**config.mk**
```make
export PLATFORM = sky130hd
export DESIGN_NAME = jk_ff_driver
export DESIGN_NICKNAME = d
export VERILOG_FILES = /design/src/rtl/jk_ff_driver.sv
export SDC_FILE = /design/constraint.sdc
export NUM_CORES = 1
export LEC_CHECK = 0
export ABC_AREA = 1
export CORE_ASPECT_RATIO = 0.9
export CORE_UTILIZATION = 47
export DETAILED_ROUTE_END_ITERATION = 10
export PLACE_DENSITY = 0.78
export RECOVER_POWER = 50
export SYNTH_ARGS = -nofsm -noshare
export SYNTH_HDL_FRONTEND = slang
export SYNTH_SLANG_ARGS = --single-unit
```
**constraint.sdc**
```tcl
create_clock -name clk -period 1.7 [get_ports clk]
set_clock_uncertainty 0.1 [all_clocks]
set_input_delay 0.34 -clock clk [delete_from_list [all_inputs] [get_ports clk]]
set_output_delay 0.34 -clock clk [all_outputs]
set_load 0.005 [all_outputs]
```
**src/rtl/jk_ff_driver.sv**
```systemverilog
// Sequences target-state requests onto a JK flop: one excite cycle, then tgt_len+1 checked hold cycles.
// Latency: j/k registered one edge after accept; occupancy tgt_len+3 cycles from accept to next accept.
// Backpressure: tgt_ready only in IDLE; requester holds tgt_valid until accepted. Optional check: JK_FF_DRIVER_CHECK_EN.
module jk_ff_driver #(
    parameter int CNT_W   = 8,
    parameter bit DC_FILL = 1'b0,
    parameter int LEN_W   = 4
) (
    input  logic             clk,
    input  logic             rst_n,
    input  logic             tgt_valid,
    output logic             tgt_ready,
    input  logic             tgt_bit,
    input  logic [LEN_W-1:0] tgt_len,
    output logic             j,
    output logic             k,
    input  logic             q_in,
    input  logic             q_n_in,
    input  logic             cnt_clr,
    output logic             busy,
    output logic             err_pulse,
    output logic [CNT_W-1:0] err_cnt,
    output logic [CNT_W-1:0] xfer_cnt
);

    typedef enum logic [1:0] {
        IDLE   = 2'd0,
        EXCITE = 2'd1,
        HOLD   = 2'd2
    } state_t;

    localparam logic [CNT_W-1:0] CNT_MAX = '1;

    state_t           state;
    logic             tgt_r;
    logic [LEN_W-1:0] len_r;
    logic [LEN_W-1:0] hcnt;
    logic             accept;
    logic             hold_last;

    // Excitation {j,k} that moves the flop from q to t in a single edge.
    function automatic logic [1:0] excite(input logic q, input logic t);
        logic [1:0] jk;
        if (!q) begin
            jk = {t, DC_FILL};
        end else begin
            jk = {DC_FILL, ~t};
        end
        return jk;
    endfunction

    assign tgt_ready = (state == IDLE);
    assign busy      = (state != IDLE);
    assign accept    = tgt_valid && tgt_ready;
    assign hold_last = (state == HOLD) && (hcnt == len_r);

    always_ff @(posedge clk or negedge rst_n) begin
        if (!rst_n) begin
            state <= IDLE;
            tgt_r <= 1'b0;
            len_r <= '0;
            hcnt  <= '0;
            j     <= 1'b0;
            k     <= 1'b0;
        end else begin
            case (state)
                IDLE: begin
                    j <= 1'b0;
                    k <= 1'b0;
                    if (accept) begin
                        tgt_r  <= tgt_bit;
                        len_r  <= tgt_len;
                        {j, k} <= excite(q_in, tgt_bit);
                        state  <= EXCITE;
                    end
                end
                EXCITE: begin
                    j     <= 1'b0;
                    k     <= 1'b0;
                    hcnt  <= '0;
                    state <= HOLD;
                end
                HOLD: begin
                    j <= 1'b0;
                    k <= 1'b0;
                    if (hcnt == len_r) begin
                        state <= IDLE;
                    end else begin
                        hcnt <= hcnt + 1'b1;
                    end
                end
                default: begin
                    j     <= 1'b0;
                    k     <= 1'b0;
                    state <= IDLE;
                end
            endcase
        end
    end

    // Clear takes priority over a completion on the same edge.
    always_ff @(posedge clk or negedge rst_n) begin
        if (!rst_n) begin
            xfer_cnt <= '0;
        end else if (cnt_clr) begin
            xfer_cnt <= '0;
        end else if (hold_last && (xfer_cnt != CNT_MAX)) begin
            xfer_cnt <= xfer_cnt + 1'b1;
        end
    end

`ifdef JK_FF_DRIVER_CHECK_EN
    logic chk_fail;

    // A hold sample fails on a wrong Q or on Q_N not being the complement of Q.
    assign chk_fail = (state == HOLD) && ((q_in != tgt_r) || (q_n_in != ~q_in));

    always_ff @(posedge clk or negedge rst_n) begin
        if (!rst_n) begin
            err_pulse <= 1'b0;
            err_cnt   <= '0;
        end else begin
            err_pulse <= chk_fail;
            if (cnt_clr) begin
                err_cnt <= '0;
            end else if (chk_fail && (err_cnt != CNT_MAX)) begin
                err_cnt <= err_cnt + 1'b1;
            end
        end
    end
`else
    logic unused_chk;

    assign err_pulse  = 1'b0;
    assign err_cnt    = '0;
    assign unused_chk = q_n_in ^ tgt_r;
`endif

    a_jk_only_in_excite : assert property (@(posedge clk) disable iff (!rst_n)
        (j || k) |-> (state == EXCITE));

    a_hcnt_in_range : assert property (@(posedge clk) disable iff (!rst_n)
        (state == HOLD) |-> (hcnt <= len_r));

endmodule

```
## After elaboration in Yosys (flattened, before gate mapping)

Cells that the tools add are included.
W data, S select, Z words.

| word-level totals | value |
|---|---|
| register bits after elaboration | 20 |
| input bits | 11 |
| output and inout bits | 21 |
| logic and storage cells | 38 |

| operators by class | value |
|---|---|
| $add $sub $neg | 2 |
| eq/ne operators | 7 |
| mux-type cells | 12 |
| bitwise gates (word level) | 1 |
| reductions and logical operators | 10 |

Operators with widths:

| cell | number |
|---|---|
| $mux W8 | 2 |
| $add A8 B1 Y8 const B | 1 |
| $ne A8 B8 Y1 const B | 1 |
| $pmux W4 S2 | 1 |
| $mux W2 | 3 |
| $pmux W2 S3 | 1 |
| $reduce_and A2 Y1 | 3 |
| $reduce_bool A2 Y1 | 3 |
| $add A4 B1 Y4 const B | 1 |
| $eq A4 B4 Y1 | 1 |
| $mux W1 | 4 |
| $mux W4 | 1 |
| $ne A2 B1 Y1 const B | 2 |
| $logic_and A1 B1 Y1 | 3 |
| $eq A2 B1 Y1 const B | 1 |
| $eq A2 B2 Y1 const B | 1 |
| $logic_not A2 Y1 | 1 |
| $ne A2 B2 Y1 const B | 1 |
| $not A1 Y1 | 1 |

## Longest topological paths before layout

Gate-level depths: netlist (run 1).

| logic depth | value |
|---|---|
| depth in word-level cells | 5 |
| mapped depth | 9 |

## Worst setup path after synthesis (run 1)

OpenSTA, ideal clock, no wires.

| timing | value |
|---|---|
| path type | flip-flop to flip-flop |
| start | reg xfer_cnt[0] |
| end | reg xfer_cnt[2] |
| setup time | 0.118 ns |
| data arrival time | 1.248 ns |
| data required time | 1.482 ns |
| setup slack | 0.234 ns |
| stages on the path, launching flop included | 8 |
| clock period less this slack | 1.466 ns |
| cell sequence | dfrtp_1 ha_1 nand2_2 nor2_2 nand2_2 nand4_2 nand3_1 nand2_1 |

| between the ends | value |
|---|---|
| longest elaborated chain between the ends | 3 |
| elaborated cells between the ends (all ways) | 6 |
| those cells by class | 1 x add/sub; 1 x eq/ne; 2 x mux; 2 x reduce/logical |

Ends and longest elaborated chain:

| element | line | RTL |
|---|---|---|
| start: declaration | 23 | `output logic [CNT_W-1:0] xfer_cnt` |
| start signal: assignment | 108 | `xfer_cnt <= xfer_cnt + 1'b1;` |
| $add A8 B1 Y8 or $ne A8 B8 Y1 (tied branches) | 108, 107 |  |
| $mux W8 or $logic_and A1 B1 Y1 (tied branches) | 107 | `end else if (hold_last && (xfer_cnt != CNT_MAX)) begin` |
| $mux W8 or $reduce_bool A2 Y1 (tied branches) | -- |  |

Parallel ways exist; a longest one is shown, timed or not. The select of a mux whose other input is x is not followed.
A chain may end at the register's enable or synchronous reset.

## Worst setup path in the final report (run 1)

| timing | value |
|---|---|
| start | reg xfer_cnt[3] |
| end | out xfer_cnt[3] |

No word-level cell between the ends.

==> impl_metrics.json, run 1 <==
{
  "grt_max_degree": 21,
  "clk_latency_ns": 0.31,
  "met3_length_um": 148,
  "layout_common_cells": "36 x nand2_1, 20 x dfrtp_1, 17 x clkdlybuf4s50_1, 16 x inv_1, 14 x nand3_1",
  "crit_buf_inv": 1,
  "crit_chain": "clkdlybuf4s50_1",
  "ys_types": 26,
  "drc": 0,
  "yosys.area_share.xor_xnor_pct": 2.19,
  "fill_cells": 185,
  "cp.arrival_ns": 1.23,
  "yosys.area_share.simple_pct": 36.6,
  "hpwl_um": 1710,
  "fin_area_um2": 1540,
  "start_util_pct": 52.6,
  "cp.required_ns": 1.26,
  "fin_tns_setup_ns": 0,
  "clock_sinks": 20,
  "synth_mux_area_share_pct": 0,
  "grt_setup_unrepaired": "no",
  "hold_buffers": 0,
  "start_kind": "flop",
  "cts_made_buffers": 3,
  "gr-total-overflow": 0,
  "grt_pass1_wl_um": 4400,
  "wl_met2_um": 1250,
  "critical_path_class": "flop to primary output",
  "die_x_um": 55.3,
  "die_y_um": 49.9,
  "cp_top_family": "buffers and inverters",
  "drv_slew": 0,
  "max_freq_mhz": 599,
  "ys_warn_count": 0,
  "status": "finished clean",
  "period_needed_ns": 1.67,
  "critPathMaxStageDelay_ns": 0.51,
  "synth_compound_area_share_pct": 4.80,
  "yosys.area_share.adder_pct": 2.09,
  "synthToLayoutAreaGrowth_pct": 28.0,
  "via_per_inst": 5.13,
  "final_nets": 200,
  "num_rows": 16,
  "synth_top_family_by_area": "simple AND/OR/NAND/NOR gates",
  "drt_wl_total_um": 2520,
  "synth_cells": 151,
  "crit_fanout": 3,
  "ant_nets": 0,
  "cts_max_level": 1,
  "grt_usage_pct": 20.4,
  "wl_met1_um": 1060,
  "cts-root-buf": "clkbuf_4",
  "drive_above_1_share_pct": 17.2,
  "vias": 1093,
  "gp_congestion": 0.787,
  "grt_pass1_vias": 1080,
  "setup_viol": 0,
  "p_leak_nw": 0.805,
  "end_kind": "primary output",
  "hp-class": "primary input to asynchronous set/reset pin",
  "max-cap-violations": 0,
  "highest_layer": "met4",
  "io_pins": 32,
  "final_common_cell": "nand2_1",
  "die_area_um2": 2760,
  "slew_headroom_pct": 66.1,
  "diodes": 0,
  "synth_area_um2": 1200,
  "first_pass_iters": 4,
  "antenna_found_initial": 0,
  "postPlaceCellArea_um2": 1420,
  "finalCritPeriodShare_pct": 98.3,
  "hold_violations": 0,
  "coreArea_um2": 2280,
  "syn_area_per_cell_um2": 7.95,
  "port_buffers": 21,
  "p_per_area_nw_per_um2": 1090,
  "drt-initial-drc-count": 33,
  "ir_worst_vdd_uv": 905,
  "cts_tree": "built",
  "synth_seq_cells": 20,
  "clockBufferDepth": 2,
  "wl_per_cell_um": 11.8,
  "clk_pin_slew_ns": 0.12,
  "ys_seq_area_share_pct": 41.7,
  "tightest_slew_ns": 0.509,
  "critical-path-slowest-cell": "clkdlybuf4s50_1"
}
-- final timing paths --
path / slack [ns] / to / depth (start not counted) / from
setup / recovery: 0.03 / xfer_cnt[3] / 1 / xfer_cnt[3]
hold / removal: 0.40 / xfer_cnt[3] / 2 / rst_n
setup reg to reg: 0.08 / xfer_cnt[3] / 8 / xfer_cnt[0]
hold reg to reg: 0.47 / len_r[1] / 2 / len_r[1]
max in group asynchronous: 0.74 / j / 2 / rst_n
min in group clk: 0.47 / len_r[1] / 2 / len_r[1]
-- cell usage after synthesis, drive strengths merged --
cell	instances	share of area, %
or2	1	0.52
nand2	41	15
nand4	9	5.2
inv	19	5.9
nand3b	1	0.63
buf	10	6.0
conb	1	0.31
nor3	2	0.83
ha	2	2.1
a21oi	1	0.42
o21ai	9	3.8
o21bai	1	0.63
nand3	14	5.8
clkinv	1	0.31
dfrtp	20	42
nor2	16	8.4
xor2	3	2.2
-- layout make-up --
type | count | area (um^2) | area share (%)
well taps | 27 | 33.8 | 2.20
repair buffers | 33 | 298 | 19.4
flip-flops and latches | 20 | 500 | 32.6
inverters | 20 | 75.1 | 4.89
multi-input cells | 109 | 593 | 38.6
clock buffers | 4 | 36.3 | 2.36
-- flip-flops by register name (all words and copies together), names as in the netlist --
register	cells
k	1
j	1
hcnt	4
len_r	4
xfer_cnt	8
state	2
-- kinds of logic after synthesis --
family / Yosys count
AND/OR/NAND/NOR: 84
buffers and inverters: 30
flip-flops: 20
AO/OA/AOI/OAI: 11
XOR/XNOR: 3
adder cells (fa/ha/maj): 2
other: 1
-- power by group --
part	switching, mW	internal, mW	total (mW)	leakage [nW]
sequential	0.0813	0.578	0.659	0.267
clock	0.155	0.131	0.286	0.0210
combinational	0.454	0.277	0.732	0.517
-- routing by layer --
| layer | track usage (%) | up-vias |
|---|---|---|
| met3 | 3.41 | 11 |
| met2 | 36.9 | 50 |
| met5 | 0 | - |
| li1 | - | 534 |
| met1 | 23.2 | 498 |
| met4 | 10.4 | 0 |
-- repair_timing --
item                       CTS  global route
pin swaps                    1             0
setup buffers                8             2
setup endpoints to repair    8            11
gates resized for setup      3             2
-- stage by stage --
| step | cells | setup slack (ns) | utilization [%] | hold WS [ns] | power (mW) |
|---|---|---|---|---|---|
| floorplan | 159 | 0.234 | - | -0.0556 | 1.18 |
| global placement | 199 | 0.152 | 62.1 | 0.441 | 1.34 |
| detailed placement | 199 | 0.146 | 62.1 | 0.449 | 1.36 |
| CTS | 211 | 0.0149 | 66.3 | 0.262 | 1.66 |
| global route | 213 | 0.00257 | 67.3 | 0.470 | 1.80 |
| finish | 213 | 0.0294 | 67.3 | 0.402 | 1.68 |
Power figures use the tool's default switching activity.
==> inputs of run 2 (changes only) <==
--- a/config.mk
+++ b/config.mk
@@ -7,9 +7,9 @@
 export LEC_CHECK = 0
 export ABC_AREA = 1
 export CORE_ASPECT_RATIO = 0.9
-export CORE_UTILIZATION = 47
+export CORE_UTILIZATION = 45
 export DETAILED_ROUTE_END_ITERATION = 10
-export PLACE_DENSITY = 0.78
+export PLACE_DENSITY = 0.77
 export RECOVER_POWER = 50
 export SYNTH_ARGS = -nofsm -noshare
 export SYNTH_HDL_FRONTEND = slang
==> impl_metrics.json, run 2 (synthesized netlist as in run 1, its figures left out) <==
{
  "gp_congestion": 0.830,
  "p_per_area_nw_per_um2": 1080,
  "grt_usage_pct": 18.4,
  "wl_per_cell_um": 11.2,
  "coreArea_um2": 2490,
  "ir_worst_vdd_uv": 997,
  "critPathMaxStageDelay_ns": 0.50,
  "hold_violations": 0,
  "critical-path-slowest-cell": "clkdlybuf4s50_1",
  "end_kind": "primary output",
  "grt_max_degree": 21,
  "final_util_pct": 61.4,
  "regArea_um2": 500,
  "first_pass_iters": 4,
  "fin_total_pwr_mw": 1.65,
  "drt_wl_total_um": 2390,
  "setup_viol": 0,
  "p_leak_nw": 0.805,
  "worstHoldStart": "len_r[0]",
  "antenna_found_initial": 0,
  "final_common_cell": "nand2_1",
  "start_kind": "flop",
  "status": "finished clean",
  "vias": 1046,
  "crit_fanout": 2,
  "io_pins": 32,
  "multi_input_area_um2": 586,
  "start_util_pct": 48.2,
  "cts_made_buffers": 3,
  "final_nets": 200,
  "largest-register": "xfer_cnt",
  "slew_headroom_pct": 26.4,
  "cp.required_ns": 1.26,
  "hpwl_um": 1670,
  "port_buffers": 21,
  "clk_pin_slew_ns": 0.12,
  "grt_pass1_wl_um": 4060,
  "ant_nets": 0,
  "hp-class": "flop to flop",
  "die_y_um": 51.0,
  "die_area_um2": 2880,
  "cp_top_family": "buffers and inverters",
  "finalCritPeriodShare_pct": 96.1,
  "synthToLayoutAreaGrowth_pct": 27.3,
  "tightest_slew_ns": 1.10,
  "drc": 0,
  "cts_max_level": 1,
  "cts-root-buf": "clkbuf_4",
  "critPathLaunch": "xfer_cnt[5]",
  "postPlaceCellArea_um2": 1430,
  "grt_pass1_vias": 980,
  "period_needed_ns": 1.63,
  "crit_buf_inv": 1,
  "max-cap-violations": 0,
  "top_regs": "xfer_cnt: 8 flops, hcnt: 4 flops, len_r: 4 flops",
  "cts_tree": "built",
  "diodes": 0,
  "drive_above_1_share_pct": 16.1,
  "fin_tns_setup_ns": 0,
  "clock_sinks": 20,
  "grt_setup_unrepaired": "no",
  "fin_area_um2": 1530,
  "gr-total-overflow": 0,
  "max_freq_mhz": 612,
  "critical_path_class": "flop to primary output",
  "via_per_inst": 4.89,
  "crit_chain": "clkdlybuf4s50_1",
  "layout_common_cells": "36 x nand2_1, 20 x dfrtp_1, 17 x clkdlybuf4s50_1, 16 x inv_1, 14 x nand3_1",
  "clk_latency_ns": 0.30,
  "largest_reg_flops": 8,
  "die_x_um": 56.4,
  "fill_cells": 235,
  "clockBufferDepth": 2,
  "drv_slew": 0,
  "cp.arrival_ns": 1.19,
  "rr_startpoint": "hcnt[0]",
  "num_rows": 17,
  "drt-initial-drc-count": 33
}
[run 2: changes by cell type in the layout (fill, tap and decap cells not counted)]
| cell | before | now |
|---|---|---|
| dlygate4sd2_1 | 2 | 3 |
| nor2_1 | 10 | 11 |
| dlygate4sd3_1 | 1 | 0 |
| clkbuf_2 | 1 | 0 |
| nor2_4 | 3 | 2 |
| clkbuf_1 | 0 | 1 |
[run 2: power by group]
part / internal, mW / switching [mW]
combinational: 0.276 / 0.441
sequential: 0.578 / 0.0761
clock: 0.131 / 0.153
total: 0.985 / 0.670
[run 2: area by class of cell]
cell class                      count  area share [%]
Clock buffer                        4            2.38
Timing Repair Buffer               33            19.3
Multi-Input combinational cell    109            38.3
Inverter                           20            4.91
Tap cell                           28            2.29
Sequential cell                    20            32.8
[run 2: worst register-to-register path, cell delays in order (launching register included)]
cell     delay [ns]
dfrtp_1        0.47
nand2_1        0.10
nand2_1        0.05
nor2_1         0.31
nand2_4        0.14
nor2_8         0.16
nand4_1        0.11
nand2_1        0.09
[run 2: what timing repair did]
action,4_1_cts,5_1_grt
pin swaps,1,0
setup buffers,9,0
setup endpoints to repair,9,9
gates resized for setup,4,2
hold buffers,0,0
hold endpoints to repair,0,0
[run 2: path summary, 6_finish.rpt]
| path | endpoint | slack, ns | cells after the start |
|---|---|---|---|
| min in group asynchronous | xfer_cnt[2] | 0.58 | 2 |
| worst max-delay path | xfer_cnt[5] | 0.07 | 1 |
| max in group asynchronous | len_r[3] | 0.27 | 2 |
| worst min register to register | len_r[0] | 0.47 | 2 |
| worst min-delay path | len_r[0] | 0.47 | 2 |
| worst max register to register | xfer_cnt[2] | 0.12 | 7 |
[run 2: per-stage QoR]
step | hold slack, ns | worst slack (ns) | cells
final | 0.470 | 0.0661 | 214
after global routing | 0.489 | 0.0127 | 214
after CTS | 0.264 | 0.00179 | 214
after detailed placement | 0.453 | 0.153 | 201
after global placement | 0.448 | 0.160 | 201
after floorplan | -0.0556 | 0.234 | 159
[run 2: layer usage]
layer  vias to the layer above  global-route usage (%)  part of all wire, %
met2                        25                    35.1                   51
met1                       477                    19.3                   43
met4                         0                    6.50                  1.0
li1                        540                       -                    -
met5                         -                       0                    0
met3                         4                    5.06                  4.3
